<file path="src/rtl/trigger_capture_pkg.sv">
// Shared constants for the ADC trigger capture block.
// TRIG_TIMESTAMP_EN adds a 16-bit trigger timestamp to the packet header.
package trigger_capture_pkg;

   localparam logic [2:0] IDLE    = 3'd0;
   localparam logic [2:0] FILL    = 3'd1;
   localparam logic [2:0] ARMED   = 3'd2;
   localparam logic [2:0] CAPTURE = 3'd3;
   localparam logic [2:0] SEND    = 3'd4;

   localparam logic [7:0] HDR_BYTE = 8'hA5;
   localparam int         TS_W     = 16;

`ifdef TRIG_TIMESTAMP_EN
   localparam int HDR_LEN = 1 + TS_W / 8;
`else
   localparam int HDR_LEN = 1;
`endif

   function automatic int pkt_len(input int data_w, input int pre, input int post);
      return HDR_LEN + ((data_w + 7) / 8) * (pre + post);
   endfunction

endpackage

</file>
<file path="src/rtl/trigger_capture_ram.sv">
// Simple dual-port sample buffer, registered read (maps to block RAM).
// Part of trigger_capture; no build options.
module capture_ram
   import trigger_capture_pkg::*;
#(
   parameter int DATA_W = 14,
   parameter int ADDR_W = 6
) (
   input  logic              clk,
   input  logic              we,
   input  logic [ADDR_W-1:0] wr_addr,
   input  logic [DATA_W-1:0] wr_data,
   input  logic [ADDR_W-1:0] rd_addr,
   output logic [DATA_W-1:0] rd_data
);

   logic [DATA_W-1:0] mem [2**ADDR_W];

   always_ff @(posedge clk) begin
      if (we) mem[wr_addr] <= wr_data;
      rd_data <= mem[rd_addr];
   end

endmodule

</file>
<file path="src/rtl/trigger_capture.sv">
// Circular ADC history, frozen on trigger and streamed as a byte packet.
// Define TRIG_TIMESTAMP_EN to insert a 16-bit trigger timestamp after the header.
module trigger_capture
   import trigger_capture_pkg::*;
#(
   parameter int DATA_W       = 14,
   parameter int PRE_SAMPLES  = 16,
   parameter int POST_SAMPLES = 48,
   parameter int ADDR_W       = 6
) (
   input  logic              clk,
   input  logic              reset,
   input  logic [DATA_W-1:0] adc_in,
   input  logic              trigger_in,
   input  logic              arm,
   output logic [7:0]        tx_data,
   output logic              tx_valid,
   input  logic              tx_ready,
   output logic              busy,
   output logic              trig_missed
);

   localparam int CNT_W = ADDR_W + 2;
   localparam logic [CNT_W-1:0] PKT_N = CNT_W'(pkt_len(DATA_W, PRE_SAMPLES, POST_SAMPLES));
   localparam logic [CNT_W-1:0] HDR_N = CNT_W'(HDR_LEN);
   localparam logic HDR_ODD = HDR_N[0];
   localparam logic [ADDR_W:0] PRE_LAST  = (ADDR_W+1)'(PRE_SAMPLES - 1);
   localparam logic [ADDR_W:0] POST_LAST = (ADDR_W+1)'(POST_SAMPLES - 1);

   logic [2:0]        state;
   logic [DATA_W-1:0] adc_d;
   logic [DATA_W-1:0] rd_q;
   logic [7:0]        s_lo;
   logic [ADDR_W-1:0] wr_ptr;
   logic [ADDR_W-1:0] rd_ptr;
   logic [ADDR_W:0]   fill_cnt;
   logic [ADDR_W:0]   post_cnt;
   logic [CNT_W-1:0]  ld_cnt;
   logic              we;
   logic              load;
   logic              lo_sel;
   logic [7:0]        nxt_byte;

`ifdef TRIG_TIMESTAMP_EN
   logic [TS_W-1:0] ts_cnt;
   logic [TS_W-1:0] ts_lat;
`endif

   assign busy = (state != IDLE);
   assign we   = (state == FILL) || (state == ARMED) || (state == CAPTURE);
   assign load = (state == SEND) && (ld_cnt != PKT_N) && (!tx_valid || tx_ready);

   capture_ram #(
      .DATA_W(DATA_W),
      .ADDR_W(ADDR_W)
   ) u_ram (
      .clk    (clk),
      .we     (we),
      .wr_addr(wr_ptr),
      .wr_data(adc_d),
      .rd_addr(rd_ptr),
      .rd_data(rd_q)
   );

   // hi byte comes straight from the RAM; lo byte from the copy taken then
   always_comb begin
      lo_sel   = ld_cnt[0] ^ HDR_ODD;
      nxt_byte = HDR_BYTE;
      if (ld_cnt >= HDR_N) nxt_byte = lo_sel ? s_lo : 8'(rd_q >> 8);
`ifdef TRIG_TIMESTAMP_EN
      else if (ld_cnt == CNT_W'(1)) nxt_byte = ts_lat[15:8];
      else if (ld_cnt == CNT_W'(2)) nxt_byte = ts_lat[7:0];
`endif
   end

`ifdef TRIG_TIMESTAMP_EN
   always_ff @(posedge clk or posedge reset) begin
      if (reset) begin
         ts_cnt <= '0;
         ts_lat <= '0;
      end else begin
         ts_cnt <= ts_cnt + 1'b1;
         if (state == ARMED && trigger_in) ts_lat <= ts_cnt;
      end
   end
`endif

   always_ff @(posedge clk or posedge reset) begin
      if (reset) begin
         state       <= IDLE;
         adc_d       <= '0;
         s_lo        <= '0;
         wr_ptr      <= '0;
         rd_ptr      <= '0;
         fill_cnt    <= '0;
         post_cnt    <= '0;
         ld_cnt      <= '0;
         tx_data     <= '0;
         tx_valid    <= 1'b0;
         trig_missed <= 1'b0;
      end else begin
         adc_d       <= adc_in;
         trig_missed <= trigger_in && (state != ARMED);
         case (state)
            IDLE: begin
               if (arm) begin
                  state    <= FILL;
                  wr_ptr   <= '0;
                  fill_cnt <= '0;
               end
            end
            FILL: begin
               wr_ptr   <= wr_ptr + 1'b1;
               fill_cnt <= fill_cnt + 1'b1;
               if (fill_cnt == PRE_LAST) state <= ARMED;
            end
            ARMED: begin
               wr_ptr <= wr_ptr + 1'b1;
               if (trigger_in) begin
                  // oldest pre-trigger sample sits PRE_SAMPLES behind the trigger slot
                  rd_ptr   <= wr_ptr - ADDR_W'(PRE_SAMPLES);
                  post_cnt <= (ADDR_W+1)'(1);
                  state    <= CAPTURE;
               end
            end
            CAPTURE: begin
               wr_ptr   <= wr_ptr + 1'b1;
               post_cnt <= post_cnt + 1'b1;
               if (post_cnt == POST_LAST) begin
                  state  <= SEND;
                  ld_cnt <= '0;
               end
            end
            SEND: begin
               if (load) begin
                  tx_data  <= nxt_byte;
                  tx_valid <= 1'b1;
                  ld_cnt   <= ld_cnt + 1'b1;
                  if (ld_cnt >= HDR_N && !lo_sel) begin
                     s_lo   <= rd_q[7:0];
                     rd_ptr <= rd_ptr + 1'b1;
                  end
               end else if (tx_valid && tx_ready) begin
                  tx_valid <= 1'b0;
                  state    <= IDLE;
               end
            end
            default: state <= IDLE;
         endcase
      end
   end

endmodule

</file>
<file path="config.mk">
export PLATFORM = sky130hd
export DESIGN_NAME = trigger_capture
export DESIGN_NICKNAME = d
export VERILOG_FILES = /design/src/rtl/trigger_capture_pkg.sv /design/src/rtl/trigger_capture_ram.sv /design/src/rtl/trigger_capture.sv
export SDC_FILE = /design/constraint.sdc
export NUM_CORES = 1
export LEC_CHECK = 0
export CAP_MARGIN = 40
export CORE_MARGIN = 5
export CORE_UTILIZATION = 40
export DETAILED_ROUTE_END_ITERATION = 12
export SLEW_MARGIN = 20
export SYNTH_ARGS = -nofsm -noshare
export SYNTH_HDL_FRONTEND = slang
export SYNTH_SLANG_ARGS = --single-unit
</file>
<file path="constraint.sdc">
create_clock -name clk -period 6.85 [get_ports clk]
set_input_delay 1.37 -clock clk [delete_from_list [all_inputs] [get_ports clk]]
set_output_delay 1.37 -clock clk [all_outputs]
set_load 0.02 [all_outputs]
</file>
==> summary.txt, run 1 <==
Clock network
  – TritonCTS Buffers: 99
  – H-tree levels: 3
  – Clock root cell: clkbuf_16
  – Cts hold-fix bufs: 0
  – CTS tree: built
  – Resize count post-CTS: 0
  – Post-CTS Setup Bufs: 0
  – Clock tree buffer depth: 3
  – Total clock sinks: 979
  – CTS clock-pin slew for the worst setup and hold paths: 0.06 ns
  – Clk Latency, worst-skew pair: 0.65 ns

Drt
  – Starting DRT DRC Count: 2303
  – Number of detailed-route iterations in the first pass: 5
  – Via-per-instance ratio: 5.753
  – DRC viols: 0
  – DR vias: 20.18k
  – WL per Instance: 27.20 um
  – Detail Route Antenna Nets: 0
  – Total wire length: 95.43 mm

Critical path
  – CP startpoint kind: flip-flop
  – R2R Setup Slk: between 3 and 4 ns
  – Worst-path fanout max: 14
  – R2R Path Start: rd_ptr[2]
  – Worst setup path end: busy
  – Req. time, crit path: 5.48 ns
  – Worst r2r path cells: 8
  – Worst Setup SP: state[1]
  – WP data arrival: between 2 and 2.5 ns
  – CP Class: reg -> out
  – Crit end category: output pin
  – Worst r2r dst: u_ram.rd_data[5]

Power
  – Combinational Power Share: 24.2%
  – Clk pwr share: 31.3%
  – P_leak: ~15 nW
  – P_sw: 0.005180 W
  – Pint: about 0.011 W
  – Pwr Density: between 300 and 400 mW/mm^2
  – Switching Share: around a third
  – Flop pwr share: 44.4%
  – Max VDD drop: 0.0002108 V

Synth
  – Yosys cell types: 64
  – Synth Cell Area: 0.03802 mm^2
  – Net count after synthesis: between 2k and 2.5k
  – Sequential-to-total area share from yosys stat: 76.06%
  – Synth async-reset ratio: between 7 and 8%
  – YS warnings: 0
  – Top cells by area, synth: edfxtp_1 71%, mux4_2 6.8%, mux2i_1 5.9%
  – Share of the synthesized area in the top cell type: 70.78%
  – Avg Inst Size Synth: 18.75 um^2
  – Syn Inst Count: 2028
  – Area leader, netlist: edfxtp_1
  – Ys flop type: edfxtp_1
  – Number of synthesized flops with an enable pin: approximately 900
  – #FFs+latches synth: 979

Timing
  – Final Hold Fails: 0
  – Worst-Margin Slew: 0.9966 ns
  – Setup TNS: 0 ns
  – Worst Skew: around 0.021 ns
  – Slew Limit Fails: 0
  – Final setup fails: 0
  – Fmax: 279.5 MHz
  – Slew margin rel.: 33.56%
  – RSZ-0062 raised after global routing: no
  – Final period util: between 50% and 60%
  – Minimum clock period after layout: 3.578 ns

Global routing
  – Vias in the first global route: 19.94k
  – GRT Total Usage: 18.46%
  – First-pass GRT wire length: 139.9 mm
  – Initial antenna violation count: 0
  – Pin count of the biggest net entering global routing: 93
  – Congestion Overflow GR: 0

Finish
  – Diodes inserted: 0
  – Final #Nets: around 2.2k
  – Final std cells w/o fill: ~3.5k
  – Area Overhead vs Synth: 14.69%
  – Layout cells sized above 1: between 10% and 20%
  – Fillers: 8000

Placement
  – Placed cell count: approximately 3.3k
  – I/O Buffers: 29
  – Final HPWL DP: 57.24 mm
  – Final Wtd Congestion: around 0.8

Floorplan
  – Die Ht: 318.3 um
  – Die area: 0.1013 mm^2
  – Initial core utilization: 40.13%
  – # IOs: 30
  – Core ar.: approximately 0.095 mm^2
  – Rows: approximately 110
  – Die width: ~320 um

Outcome
  – Status: completed

Min path
  – Worst min-delay path class: reg -> reg

Run
  – MaxCap Viol Count: 0
routing by layer:
| layer | routed length, um | track usage, % | vias to the layer above |
|---|---|---|---|
| li1 | - | - | 8567 |
| met3 | 7091 | 3.241 | 129 |
| met5 | 0 | 0 | - |
| met4 | 2271 | 5.072 | 0 |
| met1 | 42100 | 27.73 | 10640 |
| met2 | 43960 | 28.09 | 850 |
layout by cell type (no fill, tap or decap), drive strengths merged, types with 19 or more instances in the layout:
cell           Yosys  layout
a221oi            67      67
edfxtp           896     896
clkdlybuf4s50      0      29
clkbuf            53     119
o21ai             92      92
mux2i            223     223
mux4             115     115
nor2              88      88
clkinv             2      57
o221ai            55      55
dfrtp             69      69
nand2             50      50
a21oi             76      76
buf               59     111
inv               14      19
state kept, by name (all words and copies together), names as in the netlist:
name and flops:
rd_ptr 6, post_cnt 7, u_ram.mem 896, s_lo 8
ld_cnt 8, tx_valid 1, adc_d 14, fill_cnt 7
state 3, u_ram.rd_data 14, wr_ptr 6, trig_missed 1
tx_data 8
power groups by stage:
stage | Combinational (W) | Clock (W) | Sequential (W)
2_1_floorplan | 0.00237 | 0 | 0.00730
3_3_place_gp | 0.00384 | 0 | 0.00744
3_5_place_dp | 0.00396 | 0 | 0.00744
4_1_cts | 0.00397 | 0.00526 | 0.00732
5_1_grt | 0.00421 | 0.00552 | 0.00736
6_report | 0.00399 | 0.00516 | 0.00732
worst min path at each step:
stage | start | endpoint | depth (start not counted)
6_report | u_ram.rd_data[2] | s_lo[2] | 1
5_1_grt | u_ram.rd_data[2] | s_lo[2] | 1
4_1_cts | post_cnt[5] | post_cnt[5] | 1
3_5_place_dp | post_cnt[5] | post_cnt[5] | 1
3_3_place_gp | post_cnt[5] | post_cnt[5] | 1
2_1_floorplan | u_ram.rd_data[0] | s_lo[0] | 1
critical path, cell delays in order, from the launching register on:
cell	delay, ns
dfrtp_1	0.54
nor3_1	0.39
inv_1	0.09
clkdlybuf4s50_1	0.55
through the flow:
step | total power, W | hold slack, ns | area (um^2) | setup slack, ns | util [%]
6_report | 0.01647 | 0.4900 | 43600 | 3.272 | 46.03
5_1_grt | 0.01709 | 0.5012 | 43600 | 3.130 | 46.03
4_1_cts | 0.01655 | 0.4921 | 43570 | 3.226 | 46.00
3_5_place_dp | 0.01140 | 0.4796 | 40460 | 3.320 | 42.71
3_3_place_gp | 0.01128 | 0.4705 | 40030 | 2.413 | 42.26
2_1_floorplan | 0.009674 | 0.4389 | 38020 | 3.740 | -
synth_stat cells (all sizes together) (9+ instances only):
cell    number
dfxtp       14
buf         59
dfrtp       69
mux4       115
inv         14
edfxtp     896
mux2i      223
ha          11
o221ai      55
a21oi       76
a22oi       14
a221oi      67
o21ai       92
a21o        14
nand2       50
clkbuf      53
nor2        88
nand3       14
nor2b        9
logic make-up (layout without fill, tap and decap cells):
family	count (synthesis)	after routing	share of synthesized area, %
AOI/OAI and AO/OA	350	350	6.306
xor gates and xnor gates	4	4	0.09217
adders and majority gates	11	11	0.3620
buffers and inverters	128	343	1.682
DFF	979	979	76.06
muxes	346	346	12.92
and+or+nand+nor	210	210	2.580
area by class of cell:
cell class                      instances  area [um^2]  area share (%)
Multi-Input combinational cell        921         8533           19.57
Clock inverter                         68        483.0           1.108
Clock buffer                          118         2631           6.035
Inverter                               16        61.31          0.1406
Sequential cell                       979        28940           66.38
Timing Repair Buffer                  141         1368           3.137
Tap cell                             1265         1583           3.630
Power figures use the tool's default switching activity.
==> inputs of run 2 (changes only) <==
==> constraint.sdc (replaced) <==
create_clock -name clk -period 3.4 [get_ports clk]
set_input_delay 0.68 -clock clk [delete_from_list [all_inputs] [get_ports clk]]
set_output_delay 0.68 -clock clk [all_outputs]
set_load 0.02 [all_outputs]
==> run 2 against run 1 <==
Final cell count increased by 1.3%. Clock skew increased by 0.0033 ns. Clock-buffer cell count increased by 1.
==> summary.txt, run 2 (synthesized netlist as in run 1, its figures left out) <==
Global routing
  – First-pass GRT wire length: 142.2 mm
  – Vias in the first global route: just over 20k
  – Initial antenna violation count: 4
  – Pin count of the biggest net entering global routing: 70
  – Congestion Overflow GR: 0
  – GRT Total Usage: 18.82%

Power
  – Total design power: 0.03370 W
  – P_leak: roughly 16 nW
  – Pwr Density: approximately 770 mW/mm^2
  – Max VDD drop: between 0.0004 and 0.0005 V

Run
  – MaxCap Viol Count: 0

Timing
  – Slew margin rel.: 41.83%
  – Final Hold Fails: 0
  – Minimum clock period after layout: about 3.0 ns
  – Fmax: roughly 340 MHz
  – Hold slack: 0.4078 ns
  – Final period util: 87.56%
  – Slew Limit Fails: 0
  – Final setup fails: 0
  – Worst-Margin Slew: about 0.87 ns
  – RSZ-0062 raised after global routing: no
  – Worst Skew: 0.02434 ns
  – Setup TNS: 0 ns

Clock network
  – Clock root cell: clkbuf_16
  – Clock tree buffer depth: 3
  – H-tree levels: 3
  – TritonCTS Buffers: 96
  – Cts hold-fix bufs: 0
  – Resize count post-CTS: 0
  – Clk Latency, worst-skew pair: roughly 0.66 ns
  – Post-CTS Setup Bufs: 0
  – CTS clock-pin slew for the worst setup and hold paths: 0.06 ns
  – CTS tree: built
  – Total clock sinks: 979

Drt
  – DRC viols: 0
  – Number of detailed-route iterations in the first pass: 5
  – Via-per-instance ratio: between 5 and 6
  – Detail Route Antenna Nets: 0
  – WL per Instance: 27.28 um
  – DR vias: 20.25k
  – Total wire length: 96.95 mm
  – Starting DRT DRC Count: 2287

Critical path
  – CP Class: reg -> reg
  – Worst-path fanout max: 48
  – CP startpoint kind: flip-flop
  – Crit path cell chain: buf_12 -> mux4_2 -> a21oi_1 -> a221oi_1 -> a21o_1
  – Req. time, crit path: 3.93 ns
  – Crit end category: flip-flop
  – Crit path largest cell delay: between 0.7 and 0.8 ns
  – Critical Path Slowest Stage Cell: dfrtp_4
  – Worst r2r path cells: 5
  – WP data arrival: around 3.5 ns

Finish
  – Largest registers: u_ram.mem: 896 flops, adc_d: 14 flops, u_ram.rd_data: 14 flops
  – Final std cells w/o fill: between 3k and 4k
  – Most common cell after layout, fill and taps aside: edfxtp_1
  – Commonest cells after routing, fill and taps aside: 896 x edfxtp_1, 223 x mux2i_1, 143 x buf_4
  – Layout cells sized above 1: 20.37%
  – Fillers: 7949
  – Area Overhead vs Synth: 15.89%
  – Flip-flop count of the largest register after layout: 896
  – Reg with most FFs: u_ram.mem
  – Cell area after layout: 0.04405 mm^2
  – Final #Nets: 2242

Placement
  – I/O Buffers: 29
  – Placed cell area: 0.04092 mm^2
  – Final HPWL DP: 61.92 mm
  – Placed cell count: 3377
  – Final Wtd Congestion: 0.8746

Floorplan
  – # IOs: 30
  – Die width: about 320 um
  – Initial core utilization: 40.13%
  – Die area: 0.1013 mm^2
  – Core ar.: approximately 0.095 mm^2
  – Die Ht: between 300 and 400 um
  – Rows: 113

Min path
  – Worst min-delay path class: in -> async

Outcome
  – Status: completed
[run 2: changes by cell type in the layout (fill, tap and decap cells not counted), sizes merged]
cell	before	now
clkinvlp	3	4
clkinv	57	42
bufinv	5	6
buf	111	169
diode	0	1
[run 2: final timing paths]
path                            start               end  slack [ns]
max reg2reg                 rd_ptr[0]  u_ram.rd_data[2]        0.42
min                             reset          adc_d[7]        0.41
max in group asynchronous       reset         rd_ptr[1]        2.59
min reg2reg                tx_data[1]        tx_data[1]        0.48
max                         rd_ptr[0]  u_ram.rd_data[2]        0.42
min in group clk            adc_in[9]          adc_d[9]        0.45
[run 2: worst max-delay path, delay by kind of cell, from the launching register on]
family	cells	cell delay, ns
buffers and inverters	1	0.38
muxes	1	0.61
AOI/OAI and AO/OA	3	1.08
DFF	1	0.73
[run 2: final cells by class]
class	count	area, um^2	area share (%)
Sequential cell	979	28940	65.69
Multi-Input combinational cell	921	8478	19.24
Clock buffer	119	2615	5.936
Timing Repair Buffer	198	1902	4.317
Tap cell	1265	1583	3.593
Clock inverter	55	474.2	1.076
Inverter	16	60.06	0.1363
Antenna cell	1	2.502	0.005680
[run 2: where the power goes]
group	leakage, nW	switching [W]	total (W)	internal, W
Combinational	5.19	0.00556	0.00854	0.00298
Clock	1.51	0.00447	0.0104	0.00593
Sequential	9.04	0.000606	0.0148	0.0142
[run 2: routing by layer]
layer  share of wire (%)  vias up  GRT usage (%)  routed length [um]
li1                    -     8663              -                   -
met1                  42    10640          26.85               40930
met2                  47      802          29.95               45840
met3                 7.9      137          3.692                7646
met4                 2.6        2          5.062                2516
met5               0.013        -              0                  13
[run 2: per-stage QoR]
stage | worst slack [ns] | utilization, %
5_1_grt | 0.2797 | 46.50
4_1_cts | 0.3904 | 46.45
2_1_floorplan | 0.9801 | -
3_3_place_gp | 0.3999 | 43.01
6_report | 0.4230 | 46.51
3_5_place_dp | 0.4432 | 43.19
